`config.mk`:
```
export PLATFORM = sky130hd
export DESIGN_NAME = ula_timing_gen_flat
export DESIGN_NICKNAME = d
export VERILOG_FILES = /design/src/rtl/ula_timing_gen_if.sv /design/src/rtl/ula_timing_gen.sv /design/src/flat_wrapper.sv
export SDC_FILE = /design/constraint.sdc
export NUM_CORES = 1
export LEC_CHECK = 0
export CELL_PAD_IN_SITES_DETAIL_PLACEMENT = 1
export CELL_PAD_IN_SITES_GLOBAL_PLACEMENT = 2
export CORE_MARGIN = 2
export CORE_UTILIZATION = 29
export DETAILED_ROUTE_END_ITERATION = 16
export PLACE_DENSITY_LB_ADDON = 0.1
export RECOVER_POWER = 100
export SETUP_SLACK_MARGIN = 0.02
export SLEW_MARGIN = 20
export SYNTH_ARGS = -nofsm -noshare
export SYNTH_HDL_FRONTEND = slang
export SYNTH_SLANG_ARGS = --single-unit
export TNS_END_PERCENT = 10
```
`constraint.sdc`:
```
create_clock -name clk7 -period 2.1 [get_ports clk7]
set_clock_uncertainty 0.2 [all_clocks]
set_input_delay 0.525 -clock clk7 [delete_from_list [all_inputs] [get_ports clk7]]
set_output_delay 0.525 -clock clk7 [all_outputs]
set_load 0.01 [all_outputs]
```
`src/rtl/ula_timing_gen_if.sv`:
```
// Bundle of raster timing signals between the ULA timing generator and its consumers.
interface ula_timing_gen_if;
    logic [1:0] mode;
    logic [8:0] hc;
    logic [8:0] vc;
    logic       hblank_n;
    logic       hsync_n;
    logic       vblank_n;
    logic       vsync_n;
    logic       int_n;
    logic       border_n;
    logic       contend;
    logic       frame_start;
    logic       flash;
    logic [1:0] mode_act;

    modport master (
        input  mode,
        output hc, vc, hblank_n, hsync_n, vblank_n, vsync_n, int_n,
               border_n, contend, frame_start, flash, mode_act
    );

    modport slave (
        output mode,
        input  hc, vc, hblank_n, hsync_n, vblank_n, vsync_n, int_n,
               border_n, contend, frame_start, flash, mode_act
    );
endinterface

```
`src/rtl/ula_timing_gen.sv`:
```
// ULA raster timing: 48K / 128K counters, blank/sync, INT, paper and contention windows.
// Define ULA_TIMING_PENTAGON_EN to enable Pentagon timing on mode 10.
module ula_timing_gen #(
    parameter int FLASH_BITS = 5,
    parameter int INT_LEN_48 = 32
) (
    input  logic             clk7,
    input  logic             reset_n,
    ula_timing_gen_if.master bus
);

    localparam logic [1:0] MODE_48K  = 2'b00;
    localparam logic [1:0] MODE_128K = 2'b01;
`ifdef ULA_TIMING_PENTAGON_EN
    localparam logic [1:0] MODE_PENT = 2'b10;
`endif
    localparam logic [8:0] INT_END_48  = 9'(INT_LEN_48 - 1);
    localparam logic [8:0] INT_BEG_128 = 9'd4;
    localparam logic [8:0] INT_END_128 = 9'(INT_LEN_48 + 7);

    logic [8:0]            hc_q, hc_d;
    logic [8:0]            vc_q, vc_d;
    logic [8:0]            htot_m1, vtot_m1;
    logic [1:0]            mode_act_q, mode_act_d, mode_load;
    logic [FLASH_BITS-1:0] flash_cnt_q, flash_cnt_d;
    logic                  line_wrap, frame_wrap;

    logic hblank_w, hsync_w, vblank_w, vsync_w, int_w, paper_w, contend_w;
    logic hblank_n_q, hsync_n_q, vblank_n_q, vsync_n_q, int_n_q;
    logic border_n_q, contend_q, frame_start_q;

    // NOTE: every variable assigned in always_comb gets a default first, so no path infers a latch.
    always_comb begin
        htot_m1 = 9'd447;
        vtot_m1 = 9'd311;
        case (mode_act_q)
            MODE_128K: begin
                htot_m1 = 9'd455;
                vtot_m1 = 9'd310;
            end
`ifdef ULA_TIMING_PENTAGON_EN
            MODE_PENT: vtot_m1 = 9'd319;
`endif
            default: ;
        endcase
    end

    // Reserved (and Pentagon when not built in) fall back to 48K timing.
    always_comb begin
        mode_load = MODE_48K;
        if (bus.mode == MODE_128K) begin
            mode_load = MODE_128K;
        end
`ifdef ULA_TIMING_PENTAGON_EN
        else if (bus.mode == MODE_PENT) begin
            mode_load = MODE_PENT;
        end
`endif
    end

    assign line_wrap  = (hc_q == htot_m1);
    assign frame_wrap = line_wrap && (vc_q == vtot_m1);

    always_comb begin
        hc_d        = hc_q + 9'd1;
        vc_d        = vc_q;
        mode_act_d  = mode_act_q;
        flash_cnt_d = flash_cnt_q;
        if (line_wrap) begin
            hc_d = '0;
            vc_d = frame_wrap ? '0 : vc_q + 9'd1;
        end
        if (frame_wrap) begin
            mode_act_d  = mode_load;
            flash_cnt_d = flash_cnt_q + FLASH_BITS'(1);
        end
    end

    always_comb begin
        hblank_w = (hc_q >= 9'd320) && (hc_q <= 9'd415);
        hsync_w  = (hc_q >= 9'd344) && (hc_q <= 9'd375);
        vblank_w = (vc_q >= 9'd248) && (vc_q <= 9'd255);
        vsync_w  = (vc_q >= 9'd248) && (vc_q <= 9'd251);
        int_w    = (vc_q == 9'd248) && (hc_q <= INT_END_48);
        paper_w  = (vc_q < 9'd192) && !hc_q[8];
        contend_w = paper_w && (hc_q[3] || hc_q[2]);
        case (mode_act_q)
            MODE_128K: int_w = (vc_q == 9'd248) && (hc_q >= INT_BEG_128) && (hc_q <= INT_END_128);
`ifdef ULA_TIMING_PENTAGON_EN
            MODE_PENT: begin
                vblank_w  = (vc_q >= 9'd240) && (vc_q <= 9'd271);
                vsync_w   = (vc_q >= 9'd240) && (vc_q <= 9'd243);
                int_w     = (vc_q == 9'd239) && (hc_q >= 9'd320) && (hc_q <= 9'd351);
                contend_w = 1'b0;
            end
`endif
            default: ;
        endcase
    end

    // NOTE: sequential state uses non-blocking assignments so every register samples pre-edge values.
    always_ff @(posedge clk7 or negedge reset_n) begin
        if (!reset_n) begin
            hc_q        <= '0;
            vc_q        <= '0;
            mode_act_q  <= MODE_48K;
            flash_cnt_q <= '0;
        end else begin
            hc_q        <= hc_d;
            vc_q        <= vc_d;
            mode_act_q  <= mode_act_d;
            flash_cnt_q <= flash_cnt_d;
        end
    end

    // Window outputs lag the counters by one clock.
    always_ff @(posedge clk7 or negedge reset_n) begin
        if (!reset_n) begin
            hblank_n_q    <= 1'b1;
            hsync_n_q     <= 1'b1;
            vblank_n_q    <= 1'b1;
            vsync_n_q     <= 1'b1;
            int_n_q       <= 1'b1;
            border_n_q    <= 1'b1;
            contend_q     <= 1'b0;
            frame_start_q <= 1'b0;
        end else begin
            hblank_n_q    <= ~hblank_w;
            hsync_n_q     <= ~hsync_w;
            vblank_n_q    <= ~vblank_w;
            vsync_n_q     <= ~vsync_w;
            int_n_q       <= ~int_w;
            border_n_q    <= paper_w;
            contend_q     <= contend_w;
            frame_start_q <= frame_wrap;
        end
    end

    assign bus.hc          = hc_q;
    assign bus.vc          = vc_q;
    assign bus.hblank_n    = hblank_n_q;
    assign bus.hsync_n     = hsync_n_q;
    assign bus.vblank_n    = vblank_n_q;
    assign bus.vsync_n     = vsync_n_q;
    assign bus.int_n       = int_n_q;
    assign bus.border_n    = border_n_q;
    assign bus.contend     = contend_q;
    assign bus.frame_start = frame_start_q;
    assign bus.flash       = flash_cnt_q[FLASH_BITS-1];
    assign bus.mode_act    = mode_act_q;

endmodule
```
`src/flat_wrapper.sv`:
```
// flat-port wrapper written by rule: the top's interface ports become plain ports
module ula_timing_gen_flat 
#(
    parameter int FLASH_BITS = 5,
    parameter int INT_LEN_48 = 32
)
  (clk7, reset_n, bus_mode, bus_hc, bus_vc, bus_hblank_n, bus_hsync_n, bus_vblank_n, bus_vsync_n, bus_int_n, bus_border_n, bus_contend, bus_frame_start, bus_flash, bus_mode_act);
  ula_timing_gen_if bus_i ();
  input  logic clk7;
  input  logic reset_n;
  input wire logic [$bits(bus_i.mode)-1:0] bus_mode;
  output wire logic [$bits(bus_i.hc)-1:0] bus_hc;
  output wire logic [$bits(bus_i.vc)-1:0] bus_vc;
  output wire logic [$bits(bus_i.hblank_n)-1:0] bus_hblank_n;
  output wire logic [$bits(bus_i.hsync_n)-1:0] bus_hsync_n;
  output wire logic [$bits(bus_i.vblank_n)-1:0] bus_vblank_n;
  output wire logic [$bits(bus_i.vsync_n)-1:0] bus_vsync_n;
  output wire logic [$bits(bus_i.int_n)-1:0] bus_int_n;
  output wire logic [$bits(bus_i.border_n)-1:0] bus_border_n;
  output wire logic [$bits(bus_i.contend)-1:0] bus_contend;
  output wire logic [$bits(bus_i.frame_start)-1:0] bus_frame_start;
  output wire logic [$bits(bus_i.flash)-1:0] bus_flash;
  output wire logic [$bits(bus_i.mode_act)-1:0] bus_mode_act;
  assign bus_i.mode = bus_mode;
  assign bus_hc = bus_i.hc;
  assign bus_vc = bus_i.vc;
  assign bus_hblank_n = bus_i.hblank_n;
  assign bus_hsync_n = bus_i.hsync_n;
  assign bus_vblank_n = bus_i.vblank_n;
  assign bus_vsync_n = bus_i.vsync_n;
  assign bus_int_n = bus_i.int_n;
  assign bus_border_n = bus_i.border_n;
  assign bus_contend = bus_i.contend;
  assign bus_frame_start = bus_i.frame_start;
  assign bus_flash = bus_i.flash;
  assign bus_mode_act = bus_i.mode_act;
  ula_timing_gen #(.FLASH_BITS(FLASH_BITS), .INT_LEN_48(INT_LEN_48)) u_core (.clk7(clk7), .reset_n(reset_n), .bus(bus_i));
endmodule
```
==> out/results.md, run 1 <==
| Parameter | Value |
|:---|:---|
| Post-detailed-route count of antenna-violating nets | 0 |
| Row cnt | 27 |
| Count of pins over their slew limit | 0 |
| Maximum number of pins on one net before global-route repair | 33 |
| Number of endpoints failing setup at the final stage | 0 |
| Die span in y | 80.5 µm |
| Vias in the first global route | 1608 |
| Total core area | 5570 µm² |
| Synthesized cell area | 1700 µm² |
| Clock buffer count from CTS | 5 |
| CTS tree | yes |
| Fraction of the yosys area taken by sequential cells | 0.476 |
| Worst path slowest cell | sky130_fd_sc_hd__dfstp_2 |
| Worst hold path type | reg2reg |
| Total global routing track utilization | 0.171 |
| Max cap viols | 0 |
| Reg clk slew, reported paths | 0.07 ns |
| Clock latency at the later pin of the worst-skew pair | 0.28 ns |
| Critical-path cell list | clkdlybuf4s50_1 |
| Most frequent cells in the layout | sky130_fd_sc_hd__dfrtp_1, sky130_fd_sc_hd__buf_4, sky130_fd_sc_hd__nor2_1, sky130_fd_sc_hd__clkdlybuf4s50_1 |
| Die W | 80.5 µm |
| Number of port buffers | 31 |
| Worst-case clock buffer depth | 2 |
| Total of flip-flops plus latches after synthesis | 32 |
| Result of the run | complete, no violations |
| Antenna violations before repair | 0 |
| Share of the core filled with cells | 0.408 |
| Crit path largest cell delay | 0.52 ns |
| Signal arrival time at the worst endpoint | 1.32 ns |
| Most common cell after layout, fill and taps aside | sky130_fd_sc_hd__dfrtp_1 |
| Number of iterations in the first detailed-routing pass | 4 |
| Critical Path Start Type | register |
| Global-route congestion overflow total | 0 |
| Final clock period utilization by the worst path | 0.975 |
| Critical path required time | 1.37 ns |
| Share of post-route cells with drive strength above 1 | 0.189 |
| Cell variety after synth | 46 |
| Power Density | 483 nW/µm² |
| Syn_area_per_cell | 10.4 µm² |
| Post-Synthesis Net Count | 173 |
| Hold violation total from the final report | 0 |
| Die Footprint | 6480 µm² |
| Number of nets in the layout | 227 |
| Root buffer cell | sky130_fd_sc_hd__clkbuf_8 |
| Cell area after layout | 2270 µm² |
| Largest fanout of any net on the critical path | 1 |
| Sinks on the clock net | 32 |
| Most used DFF post-synth | sky130_fd_sc_hd__dfrtp_1 |
| YS warnings | 0 |
| First DRT Iteration DRCs | 42 |
| Ratio of routed vias to standard cells | 5.06 |
| Max VDD drop | 0.196 mV |
| Worst Tran Pin Value | 0.831 ns |
| Post-synth EDFFs | 0 |
| Starting Density | 0.305 |
| I/O Pins | 33 |
| Via count | 1461 |
| Total buffers and inverters traversed by the critical path | 1 |
| Crit Path Category | reg2out |
| Worst slew margin | 0.446 |
| Post-detailed-route DRC marker count | 0 |
| Share of synthesized flip-flops with an asynchronous set or reset | 1.00 |
| Leak | 1.02 nW |
| Post-Syn Instances | 163 |
| Wire length of the first global-routing pass | 8340 µm |
| DP Area | 2230 µm² |
| Largest delay share family, worst path | flip-flops |
| Fmax | 0.488 GHz |
| Area Overhead vs Synth | 33.8% |
| Nature of the critical path endpoint | primary output |
| Placed wire-length estimate | 3630 µm |
| Global placement routability congestion | 0.775 |
| Antenna cell count | 0 |
| Drt total wl | 4920 µm |
| Number of H-tree levels | 2 |
| Average detailed-routed wire length per instance | 17.0 µm |
| Tmin final | 2.05 ns |
cell type report:
class                   instances  area, µm²
repair buffers                 56        459
multi-input cells             115        807
fillers                       660       3300
flip-flops and latches         32        812
inverters                       7       26.3
well taps                      72       90.1
clock buffers                   6       72.6
clock inverters                 1       5.00
worst register-to-register path: stages (launching register included):
cell	delay, ns
sky130_fd_sc_hd__dfrtp_1	0.43
sky130_fd_sc_hd__nor4bb_1	0.47
sky130_fd_sc_hd__nand3_1	0.12
sky130_fd_sc_hd__clkbuf_2	0.19
sky130_fd_sc_hd__nor4_2	0.33
sky130_fd_sc_hd__xor2_1	0.20
power breakdown:
part           switching [mW]  internal, mW
clock network           0.227         0.225
logic                  0.0161       0.00767
registers             0.00298         0.618
worst paths after layout:
path / startpoint / end / slack (ns) / cells past startpoint
min: u_core.flash_cnt_q[3] / u_core.flash_cnt_q[3] / 0.29 / 1
max reg2reg: u_core.bus.vc[7] / u_core.flash_cnt_q[4] / 0.09 / 5
max: u_core.bus.hblank_n / bus_hblank_n / 0.05 / 1
min in group asynchronous: reset_n / u_core.bus.hc[7] / 0.66 / 2
max in group asynchronous: reset_n / u_core.bus.vc[3] / 0.45 / 2
min reg2reg: u_core.flash_cnt_q[3] / u_core.flash_cnt_q[3] / 0.29 / 1
cells by family after synthesis:
group / after synthesis / synth area share
AND/OR/NAND/NOR: 65 / 0.219
flip-flops: 32 / 0.476
AO/OA/AOI/OAI: 27 / 0.125
buffers and inverters: 16 / 0.0479
XOR/XNOR: 14 / 0.0722
adder cells (fa/ha/maj): 6 / 0.0442
multiplexers: 2 / 0.0133
other: 1 / 0.00221
stage by stage:
| stage | hold slack, ns | cells | setup TNS, ns | power, mW | setup slack [ns] |
|---|---|---|---|---|---|
| after CTS | 0.284 | 288 | 0 | 1.13 | 0.0291 |
| final | 0.285 | 289 | 0 | 1.10 | 0.0522 |
| after global routing | 0.318 | 289 | -0.0592 | 1.15 | -0.0394 |
| after global placement | 0.263 | 280 | 0 | 0.661 | 0.0767 |
| after detailed placement | 0.271 | 280 | 0 | 0.662 | 0.0374 |
| after floorplan | 0.0294 | 163 | 0 | 0.636 | 0.0432 |
what timing repair did:
item,in CTS,in global routing
setup buffers,1,1
pin swaps,0,1
resized for setup,10,7
hold buffers,0,0
gates cloned,0,0
endpoints found under the setup margin,9,11
cell usage after synthesis (2+ instances only):
library cell / instances / area share
sky130_fd_sc_hd__dfrtp_1: 26 / 0.38
sky130_fd_sc_hd__clkbuf_1: 4 / 0.0088
sky130_fd_sc_hd__xnor2_1: 5 / 0.026
sky130_fd_sc_hd__nor4_2: 2 / 0.015
sky130_fd_sc_hd__inv_1: 7 / 0.015
sky130_fd_sc_hd__ha_1: 6 / 0.044
sky130_fd_sc_hd__nor3_1: 3 / 0.0088
sky130_fd_sc_hd__nand3_1: 11 / 0.032
sky130_fd_sc_hd__buf_6: 2 / 0.013
sky130_fd_sc_hd__a21oi_1: 2 / 0.0059
sky130_fd_sc_hd__nor2b_1: 2 / 0.0074
sky130_fd_sc_hd__nand2b_1: 2 / 0.0074
sky130_fd_sc_hd__nor2_1: 12 / 0.027
sky130_fd_sc_hd__a211o_1: 2 / 0.010
sky130_fd_sc_hd__xor2_1: 9 / 0.046
sky130_fd_sc_hd__o21ai_0: 7 / 0.021
sky130_fd_sc_hd__nand2_1: 11 / 0.024
sky130_fd_sc_hd__mux2_2: 2 / 0.013
sky130_fd_sc_hd__dfstp_2: 6 / 0.093
sky130_fd_sc_hd__buf_2: 2 / 0.0059
sky130_fd_sc_hd__o211ai_1: 2 / 0.0088
sky130_fd_sc_hd__and3_1: 4 / 0.015
sky130_fd_sc_hd__o31ai_1: 4 / 0.018
sky130_fd_sc_hd__and2_1: 2 / 0.0074
sky130_fd_sc_hd__nand4_1: 7 / 0.026
metal layers:
layer | track usage | part of all wire | up-vias
met2 | 0.286 | 0.51 | 27
met4 | 0.0695 | 0.020 | 0
li1 | - | - | 681
met3 | 0.0326 | 0.028 | 9
met5 | 0 | 0 | -
met1 | 0.215 | 0.44 | 744
(Power assumes the default switching activity.)
==> run 2: changes to the inputs <==
Settings changed: CAP_MARGIN set to 0, REMOVE_ABC_BUFFERS set to 1.
==> out/results.md, run 2 (synthesized netlist as in run 1, its figures left out) <==
| Parameter | Value | Delta |
|:---|:---|:---|
| Result of the run | complete, no violations |  |
| Row cnt | 27 | unchanged |
| Nature of the critical path endpoint | primary output |  |
| Signal arrival time at the worst endpoint | 1.31 ns | about the same |
| Average detailed-routed wire length per instance | 16.7 µm | -2.3% |
| Combinational share of power | 0.020 | -0.002 |
| Placed cell count | 281 | +0.36% |
| Hold violation total from the final report | 0 | unchanged |
| Switching power of the nets | 0.252 mW | +2.4% |
| Worst slew margin | 0.446 | about the same |
| Net switching fraction of the power | 0.214 | -0.0102 |
| Reg clk slew, reported paths | 0.07 ns | about the same |
| First DRT Iteration DRCs | 43 | +2.4% |
| Worst path slowest cell | sky130_fd_sc_hd__dfstp_2 |  |
| Antenna violations before repair | 0 | unchanged |
| Share of post-route cells with drive strength above 1 | 0.175 | -0.0138 |
| Met2 usage | 0.290 | +0.00417 |
| Die Footprint | 6480 µm² | unchanged |
| Starting Density | 0.305 | unchanged |
| Setup Total Neg Slack | 0 ns | unchanged |
| Global placement routability congestion | 0.800 | +3.2% |
| Clock latency at the later pin of the worst-skew pair | 0.28 ns | about the same |
| Critical path required time | 1.37 ns | about the same |
| Clock buffer count from CTS | 5 | unchanged |
| Crit path largest cell delay | 0.52 ns | about the same |
| Wire length of the first global-routing pass | 8270 µm | -0.91% |
| Total global routing track utilization | 0.168 | -0.00316 |
| CTS tree | yes |  |
| Critical-path cell list | clkdlybuf4s50_1 |  |
| Largest fanout of any net on the critical path | 1 | unchanged |
| I/O Pins | 33 | unchanged |
| Crit Path Category | reg2out |  |
| Placed wire-length estimate | 3540 µm | -2.4% |
| Number of port buffers | 31 | unchanged |
| Worst hold path type | reg2reg |  |
| Total core area | 5570 µm² | unchanged |
| Most frequent cells in the layout | sky130_fd_sc_hd__dfrtp_1, sky130_fd_sc_hd__clkdlybuf4s50_1, sky130_fd_sc_hd__nor2_1, sky130_fd_sc_hd__buf_4 |  |
| Cell area after layout | 2250 µm² | -0.77% |
| Max cap viols | 0 | unchanged |
| Area Overhead vs Synth | 32.8% |  |
| Post-detailed-route count of antenna-violating nets | 0 | unchanged |
| Worst Tran Pin Value | 0.831 ns | +0.000591 ns |
| Number of iterations in the first detailed-routing pass | 4 | unchanged |
| Total buffers and inverters traversed by the critical path | 1 | unchanged |
| Root buffer cell | sky130_fd_sc_hd__clkbuf_8 |  |
| Leak | 1.02 nW | -0.10% |
| Tmin final | 2.04 ns | -0.0110 ns |
| Int Pwr | 0.925 mW | +8.7% |
| Number of endpoints failing setup at the final stage | 0 | unchanged |
| Power Density | 522 nW/µm² | +8.2% |
| Fmax | 0.491 GHz | +0.54% |
| Count of pins over their slew limit | 0 | unchanged |
| Critical Path Start Type | register |  |
| Number of H-tree levels | 2 | unchanged |
| Drt total wl | 4810 µm | -2.3% |
| Share of the core filled with cells | 0.404 | -0.00314 |
| Final clock period utilization by the worst path | 0.970 | -0.00524 |
| Sinks on the clock net | 32 | unchanged |
| Unrepaired setup endpoints after global routing | no |  |
| Number of nets in the layout | 226 | -0.44% |
| Post-detailed-route DRC marker count | 0 | unchanged |
| Die span in y | 80.5 µm | unchanged |
| Maximum number of pins on one net before global-route repair | 33 | unchanged |
| Global-route congestion overflow total | 0 | unchanged |
| Worst-case clock buffer depth | 2 | unchanged |
| Final total power | 1.18 mW | +7.3% |
| Vias in the first global route | 1636 | +1.7% |
| Sequential cell fraction of total power | 0.527 | -0.039 |
| Max VDD drop | 0.190 mV | -3.2% |
| Antenna cell count | 0 | unchanged |
| DP Area | 2240 µm² | +0.34% |
| Largest delay share family, worst path | flip-flops |  |
| Via count | 1424 | -2.5% |
| Global route hottest layer | met2 |  |
| Post-CTS setup-driven buffer insertion count | 0 | -1 |
| Most common cell after layout, fill and taps aside | sky130_fd_sc_hd__dfrtp_1 |  |
| GR met1 Demand/Resource | 0.211 | -0.00450 |
| Layout Cells excl Fill | 289 | unchanged |
| Die W | 80.5 µm | unchanged |
| Ratio of routed vias to standard cells | 4.93 | -2.5% |
| M3 GR Usage | 0.0348 | +0.00225 |
| Clock Power Share | 0.453 | +0.041 |
| FILL cells | 646 | -2.1% |
run 2: metrics by stage:
stage,hold WS [ns],setup slack (ns)
6_report,0.284,0.0632
3_5_place_dp,0.273,0.0742
2_1_floorplan,0.0294,0.0651
5_1_grt,0.300,0.0213
4_1_cts,0.287,0.0201
3_3_place_gp,0.260,0.100
run 2: path summary, 6_finish.rpt:
kind | slack [ns] | start | to | cells after the start
min | 0.28 | u_core.flash_cnt_q[3] | u_core.flash_cnt_q[3] | 1
min in group asynchronous | 0.69 | reset_n | u_core.bus.vc[6] | 2
max in group asynchronous | 0.44 | reset_n | u_core.bus.vc[0] | 2
max | 0.06 | u_core.bus.border_n | bus_border_n | 1
max reg2reg | 0.14 | u_core.bus.hc[3] | u_core.bus.vc[4] | 4
min reg2reg | 0.28 | u_core.flash_cnt_q[3] | u_core.flash_cnt_q[3] | 1
run 2: power groups by stage:
stage	combinational [mW]	sequential [mW]	clock, mW
floorplan	0.00331	0.632	0
global placement	0.0291	0.632	0
detailed placement	0.0297	0.632	0
CTS	0.0299	0.621	0.551
global route	0.0275	0.620	0.579
finish	0.0238	0.620	0.533
run 2: layer usage:
metal / wire length [µm] / up-vias / share of wire
met5: 0 / - / 0
met4: 42 / 0 / 0.0087
met3: 126 / 5 / 0.026
met2: 2390 / 25 / 0.50
met1: 2250 / 710 / 0.47
li1: - / 684 / -
run 2: worst register-to-register path: stages, from the launching register on:
cell	delay [ns]
sky130_fd_sc_hd__dfrtp_1	0.40
sky130_fd_sc_hd__or3_1	0.43
sky130_fd_sc_hd__o32a_2	0.30
sky130_fd_sc_hd__a211o_1	0.30
sky130_fd_sc_hd__a22o_1	0.22
run 2: repair_timing:
action                     in CTS  in global routing
gates resized for setup         8                 10
hold buffers                    0                  0
setup endpoints to repair       7                 10
hold endpoints to repair        0                  0
run 2: final cells by class:
type / instances / area [µm²] / share of cell area
clock buffers: 8 / 100 / 0.0444
inverters: 7 / 26.3 / 0.0117
multi-input cells: 115 / 772 / 0.342
flip-flops and latches: 32 / 812 / 0.360
well taps: 72 / 90.1 / 0.0400
repair buffers: 55 / 454 / 0.201
